--- src/rtl/serial_nbit_comparator.sv ---
// serial_nbit_comparator
//
// Multi-cycle magnitude comparator. Two N-bit operands are compared DIGIT
// bits per cycle, most significant digit first, in unsigned or
// two's-complement mode. The result keeps the 1 / -1 / 0 encoding of the
// combinational comparator: result = 2'b01 (A > B), 2'b11 (A < B),
// 2'b00 (A == B). Flags are registered and held until the next compare
// completes.
//
// Compile-time option:
//   CMP_EARLY_EXIT_EN  defined   -> RUN stops on the first differing digit
//                                   (latency 2 .. D+1 cycles)
//                      undefined -> RUN always walks all D digits
//                                   (latency D+1 cycles), same flag values
//
// Parameters:
//   N      operand width (>= 2)
//   DIGIT  bits compared per cycle; N must be a multiple of DIGIT
//
// Ports:
//   clk          rising-edge clock
//   rst          asynchronous active-high reset; aborts any compare
//   start        request, sampled while not busy (IDLE or DONE)
//   a, b         operands, captured on accepted start
//   signed_mode  0 = unsigned, 1 = two's complement; captured on start
//   busy         high while a compare is running
//   done         one-cycle pulse when the result flags update
//   gt, lt, eq   held comparison flags
//   result       held 2-bit signed result code
//
// States:
//   state  | meaning
//   S_IDLE | waiting for start, flags hold last result
//   S_RUN  | comparing one digit per cycle
//   S_DONE | result registered, done pulse; start accepted here too

module serial_nbit_comparator #(
   parameter int N     = 16,
   parameter int DIGIT = 4
) (
   input  logic         clk,
   input  logic         rst,
   input  logic         start,
   input  logic [N-1:0] a,
   input  logic [N-1:0] b,
   input  logic         signed_mode,
   output logic         busy,
   output logic         done,
   output logic         gt,
   output logic         lt,
   output logic         eq,
   output logic [1:0]   result
);

   localparam int D  = N / DIGIT;
   localparam int IW = (D > 1) ? $clog2(D) : 1;

   generate
      if ((N < 2) || (DIGIT < 1) || ((N % DIGIT) != 0)) begin : g_bad_param
         $error("serial_nbit_comparator: N must be >= 2 and a multiple of DIGIT");
      end
   endgenerate

   typedef enum logic [1:0] {
      S_IDLE = 2'd0,
      S_RUN  = 2'd1,
      S_DONE = 2'd2
   } state_t;

   state_t         state_q, state_d;
   logic [N-1:0]   a_q, a_d;
   logic [N-1:0]   b_q, b_d;
   logic           smode_q, smode_d;
   logic [IW-1:0]  idx_q, idx_d;
   logic           busy_q, busy_d;
   logic           done_q, done_d;
   logic           gt_q, gt_d;
   logic           lt_q, lt_d;
   logic           eq_q, eq_d;
   logic [1:0]     result_q, result_d;

`ifndef CMP_EARLY_EXIT_EN
   // First difference seen during the full walk; later digits cannot override it.
   logic           dec_q, dec_d;
   logic           dec_gt_q, dec_gt_d;
`endif

   logic [DIGIT-1:0] dig_a;
   logic [DIGIT-1:0] dig_b;
   logic             dig_gt;
   logic             dig_lt;
   logic             last_dig;

   // Operand registers shift left each RUN cycle, so the digit under
   // compare is always the top DIGIT bits. On the MSB digit in signed mode
   // the sign bits are inverted, which maps two's-complement order onto
   // unsigned order.
   always_comb begin
      dig_a = a_q[N-1 -: DIGIT];
      dig_b = b_q[N-1 -: DIGIT];
      if (smode_q && (idx_q == '0)) begin
         dig_a[DIGIT-1] = ~a_q[N-1];
         dig_b[DIGIT-1] = ~b_q[N-1];
      end
      dig_gt   = (dig_a > dig_b);
      dig_lt   = (dig_a < dig_b);
      last_dig = (idx_q == IW'(D - 1));
   end

   always_comb begin
      state_d  = state_q;
      a_d      = a_q;
      b_d      = b_q;
      smode_d  = smode_q;
      idx_d    = idx_q;
      busy_d   = 1'b0;
      done_d   = 1'b0;
      gt_d     = gt_q;
      lt_d     = lt_q;
      eq_d     = eq_q;
      result_d = result_q;
`ifndef CMP_EARLY_EXIT_EN
      dec_d    = dec_q;
      dec_gt_d = dec_gt_q;
`endif

      case (state_q)
         S_RUN: begin
            busy_d = 1'b1;
            a_d    = a_q << DIGIT;
            b_d    = b_q << DIGIT;
            idx_d  = idx_q + 1'b1;
`ifdef CMP_EARLY_EXIT_EN
            if (dig_gt || dig_lt) begin
               state_d  = S_DONE;
               busy_d   = 1'b0;
               done_d   = 1'b1;
               gt_d     = dig_gt;
               lt_d     = dig_lt;
               eq_d     = 1'b0;
               result_d = dig_gt ? 2'b01 : 2'b11;
            end else if (last_dig) begin
               state_d  = S_DONE;
               busy_d   = 1'b0;
               done_d   = 1'b1;
               gt_d     = 1'b0;
               lt_d     = 1'b0;
               eq_d     = 1'b1;
               result_d = 2'b00;
            end
`else
            if (!dec_q && (dig_gt || dig_lt)) begin
               dec_d    = 1'b1;
               dec_gt_d = dig_gt;
            end
            if (last_dig) begin
               state_d = S_DONE;
               busy_d  = 1'b0;
               done_d  = 1'b1;
               if (dec_d) begin
                  gt_d     = dec_gt_d;
                  lt_d     = ~dec_gt_d;
                  eq_d     = 1'b0;
                  result_d = dec_gt_d ? 2'b01 : 2'b11;
               end else begin
                  gt_d     = 1'b0;
                  lt_d     = 1'b0;
                  eq_d     = 1'b1;
                  result_d = 2'b00;
               end
            end
`endif
         end

         default: begin
            // S_IDLE and S_DONE both accept a new request.
            state_d = S_IDLE;
            if (start) begin
               state_d = S_RUN;
               busy_d  = 1'b1;
               a_d     = a;
               b_d     = b;
               smode_d = signed_mode;
               idx_d   = '0;
`ifndef CMP_EARLY_EXIT_EN
               dec_d    = 1'b0;
               dec_gt_d = 1'b0;
`endif
            end
         end
      endcase
   end

   always_ff @(posedge clk or posedge rst) begin
      if (rst) begin
         state_q  <= S_IDLE;
         a_q      <= '0;
         b_q      <= '0;
         smode_q  <= 1'b0;
         idx_q    <= '0;
         busy_q   <= 1'b0;
         done_q   <= 1'b0;
         gt_q     <= 1'b0;
         lt_q     <= 1'b0;
         eq_q     <= 1'b0;
         result_q <= 2'b00;
      end else begin
         state_q  <= state_d;
         a_q      <= a_d;
         b_q      <= b_d;
         smode_q  <= smode_d;
         idx_q    <= idx_d;
         busy_q   <= busy_d;
         done_q   <= done_d;
         gt_q     <= gt_d;
         lt_q     <= lt_d;
         eq_q     <= eq_d;
         result_q <= result_d;
      end
   end

`ifndef CMP_EARLY_EXIT_EN
   always_ff @(posedge clk or posedge rst) begin
      if (rst) begin
         dec_q    <= 1'b0;
         dec_gt_q <= 1'b0;
      end else begin
         dec_q    <= dec_d;
         dec_gt_q <= dec_gt_d;
      end
   end
`endif

   assign busy   = busy_q;
   assign done   = done_q;
   assign gt     = gt_q;
   assign lt     = lt_q;
   assign eq     = eq_q;
   assign result = result_q;

endmodule

--- config.mk ---
export PLATFORM = sky130hd
export DESIGN_NAME = serial_nbit_comparator
export DESIGN_NICKNAME = d
export VERILOG_FILES = /design/src/rtl/serial_nbit_comparator.sv
export SDC_FILE = /design/constraint.sdc
export NUM_CORES = 1
export LEC_CHECK = 0
export CAP_MARGIN = 15
export CORE_MARGIN = 4
export CORE_UTILIZATION = 40
export CTS_CLUSTER_DIAMETER = 150
export DETAILED_ROUTE_END_ITERATION = 16
export GPL_TIMING_DRIVEN = 0
export PLACE_DENSITY = 0.71
export SETUP_SLACK_MARGIN = 0.3
export SYNTH_ARGS = -nofsm -noshare
export SYNTH_HDL_FRONTEND = slang
export SYNTH_SLANG_ARGS = --single-unit
--- constraint.sdc ---
create_clock -name clk -period 4.4 [get_ports clk]
set_input_delay 0.88 -clock clk [delete_from_list [all_inputs] [get_ports clk]]
set_output_delay 0.88 -clock clk [all_outputs]
set_load 0.05 [all_outputs]
==> summary by stage <==
Run status
The flow ran to the end, and the final reports show no timing, DRC or antenna violations.

STA
In this run the tightest slew margin relative to its limit is 0.6690. The max-slew violation count came to 0. Dividing the final minimum period by the clock period gives 0.5562. For this run, the top clock speed supported by timing is 408.6 MHz. Setup violations remaining at the end of the flow were counted as 0. Clock skew on the completed layout was measured at 0.004605 ns. Setup repair after global routing left no endpoint under its margin. At the pin with the least slew margin, the transition time is 0.4950 ns. Subtracting the final worst setup slack from the clock period gives 2.447 ns. The final-layout setup total negative slack is 0 ns.

The hold violation count in the final report is 0.

Global routing
For this run, global-route usage on met2 was measured as 0.2392. The first global-routing pass estimated 7.141 mm of wire. The met3 track demand over resource in global routing is 0.04036. The number of antenna violations at the first check in global routing is 0. The via count of the first global-routing pass is 1,528. The maximum number of pins on one net before global-route repair is 43. In the global route stage, overall resource usage came out at 0.1460. The total overflow left after global routing is 0. The layer flagged by global routing as most heavily used is met2.

In the global route stage, met1 resource usage came out at 0.1805.

Cells and area
For this run, the post-layout net count is 285. The library cells used most frequently in the layout, excluding fill and tap cells, are sky130_fd_sc_hd__dfrtp_1 (45), sky130_fd_sc_hd__clkdlybuf4s50_1 (41), sky130_fd_sc_hd__nand2_1 (34). The area growth from synthesis to layout is 30.45%. The fraction of final layout cells sized beyond drive strength 1 is 0.08980. Leaving out fill and tap cells, the most frequent cell in the layout is sky130_fd_sc_hd__dfrtp_1. For this run, the number of standard cells in the final layout without fillers is 315. The diode insertion count for antenna repair is 0.

Detailed routing
The DRC violation total after the first TritonRoute iteration is 49. Detailed routing inserted a total of 1,498 vias. After detailed routing, the number of remaining DRC violations is 0. After detailed routing, the number of vias per cell comes to 4.756.

In the final routed layout, each cell accounts on average for 13.21 um. The number of detailed-routing iterations run before antenna repair is 4. The routed wire length is 4.160 mm. In this run the remaining antenna-violating nets after routing total 0.

Placed design
Input and output buffers added on the ports amount to 41. The placed cell count is 307. Detailed placement ended at an HPWL of 3.099 mm. The weighted congestion reported at the end of routability-driven placement is 0.7608.

Die
The die is 80.17 um tall. The core area is 5075 sq um. In this run the horizontal extent of the chip is 80.17 um. The initial utilization of the core area, before any placement, comes to 0.4105. The number of placement rows is 26. 43 I/O pins were placed. The die area is 6426 sq um.

Critical path
In this design, the stage delay of the slowest critical-path cell is 0.79 ns. The data arrival time at the worst-slack endpoint is 1.57 ns. The critical path endpoint category is a primary output.

The worst setup path is of the register to primary output kind. The worst setup path is launched from a register. The endpoint of the worst-slack reg-to-reg timing path is gt. The signal on the critical path passes through buf_4 -> clkdlybuf4s50_1. Among all stages on the critical path, the largest delay is contributed by sky130_fd_sc_hd__clkdlybuf4s50_1.

For the worst setup path, the data required time is 3.52 ns. The setup slack of the most critical reg-to-reg path is 2.70 ns. The path depth of the worst reg2reg path is 5. Of all nets on the critical path, the largest fanout is 3. The startpoint of the lowest-slack register-to-register path is a_q[14].

Worst hold path
The tightest min-delay check is of the register to register type. The number of cells traversed by the worst hold path is 2. The endpoint with the worst hold slack is result[0]. The startpoint identified for the worst hold timing path is result[0].

Clock network
The H-tree depth is 2. The number of hold buffers added after CTS is 0. The clock reaches the later pin of the worst-skew pair after 0.30 ns.

The clock net in this run drives a total of 45 sinks. Counting along the longest clock path gives a buffer depth of 2. TritonCTS built the clock tree. After clock tree synthesis, the repair step resized 0 gates.

After clock tree synthesis, the setup repair step added 0 buffers. The clock input transition at the sequential cells of the worst setup and hold paths is 0.08 ns. The cell chosen for the clock root is sky130_fd_sc_hd__clkbuf_8. Buffers inserted during clock tree synthesis total 5.

Synth
The count of cell types in the netlist is 24. The most common flop cell mapped by yosys is sky130_fd_sc_hd__dfrtp_1. The number of instances in the synthesized netlist is 195. For this run, asynchronously set or reset flops after synthesis account for 1.000. Each instance of the synthesized netlist takes up on average 10.68 sq um.

The synthesized netlist occupies a cell area of 2083 sq um. Counting every net in the synthesized netlist gives 236. The synthesis warning total is 0. Yosys mapped a number of flops with a built-in enable equal to 0. Synthesis inferred 45 register bits. The share of synthesized area occupied by flip-flops and latches is 0.5405.

Power
The cell leakage power is 1.264 nW. Overall power consumption after layout is estimated at 1.669 mW. VDD sags by at most 0.0002637 V. Power spread over the standard cell area amounts to 614.1 nW/um^2.

Flow run
The reported max-cap violation count is 0.
[sequential cells by signal, indices dropped and copies added, names as in the netlist, 2 cells and up]
name	cells
a_q	16
b_q	16
idx_q	2
state_q	2
[layer usage]
layer  up-vias  wire length [um]
met1       703              1872
met3         6               209
li1        756                 -
met4         0                78
met2        33              2000
met5         -                 0
[critical path, delay by kind of cell, from the launching register on]
family | cells | cell delay, ns
buf+inv | 2 | 0.90
flops | 1 | 0.37
[area by class of cell]
cell class                      instances  area (sq um)
Fill cell                             466          2357
Clock buffer                            7         86.33
Sequential cell                        45          1126
Clock inverter                          1         30.03
Buffer                                 12         58.81
Inverter                                9         33.78
Multi-Input combinational cell        129         864.6
Timing Repair Buffer                   42         430.4
Tap cell                               70         87.58
[synth_stat cells (all sizes together), types with 3 or more instances]
cell type  instances  share of area
dfrtp             45           0.54
ha                 5          0.030
nor2              11          0.020
mux2i             32           0.15
o21ai             28          0.067
o31ai              4          0.017
inv                9          0.016
a21oi              3         0.0072
buf                7          0.019
clkbuf             5         0.0090
nand2             34          0.061
[how the worst max path moves through the flow]
| stage | startpoint | to | slack, ns | cells past startpoint |
|---|---|---|---|---|
| floorplan | rst | a_q[0] | 2.46 | 1 |
| global placement | rst | a_q[13] | 1.57 | 2 |
| detailed placement | lt | result[1] | 2.27 | 2 |
| CTS | lt | result[1] | 1.93 | 2 |
| global route | lt | result[1] | 1.88 | 2 |
| finish | lt | result[1] | 1.95 | 2 |
[cells by family after synthesis]
family                     Yosys count  synth area share
DFF                                 45            0.5405
buffers and inverters               21           0.04444
muxes                               33            0.1592
AOI/OAI and AO/OA                   39            0.1159
xor gates and xnor gates             1          0.007810
and+or+nand+nor                     51            0.1021
adders and majority gates            5           0.03003
[power breakdown]
part	switching, mW	total [mW]	leakage [nW]	internal, mW
logic	0.415	0.681	0.631	0.267
registers	0.0927	0.669	0.575	0.576
clock network	0.134	0.319	0.0585	0.185
[metrics by stage]
step / util / instance area, sq um / hold WS, ns / worst slack, ns
2_1_floorplan: - / 2083 / 0.4492 / 2.461
3_3_place_gp: 0.5086 / 2581 / 0.4556 / 1.566
3_5_place_dp: 0.5126 / 2601 / 0.4628 / 2.269
4_1_cts: 0.5355 / 2718 / 0.4829 / 1.934
5_1_grt: 0.5355 / 2718 / 0.5055 / 1.884
6_report: 0.5355 / 2718 / 0.4763 / 1.953
(Power assumes the default switching activity.)
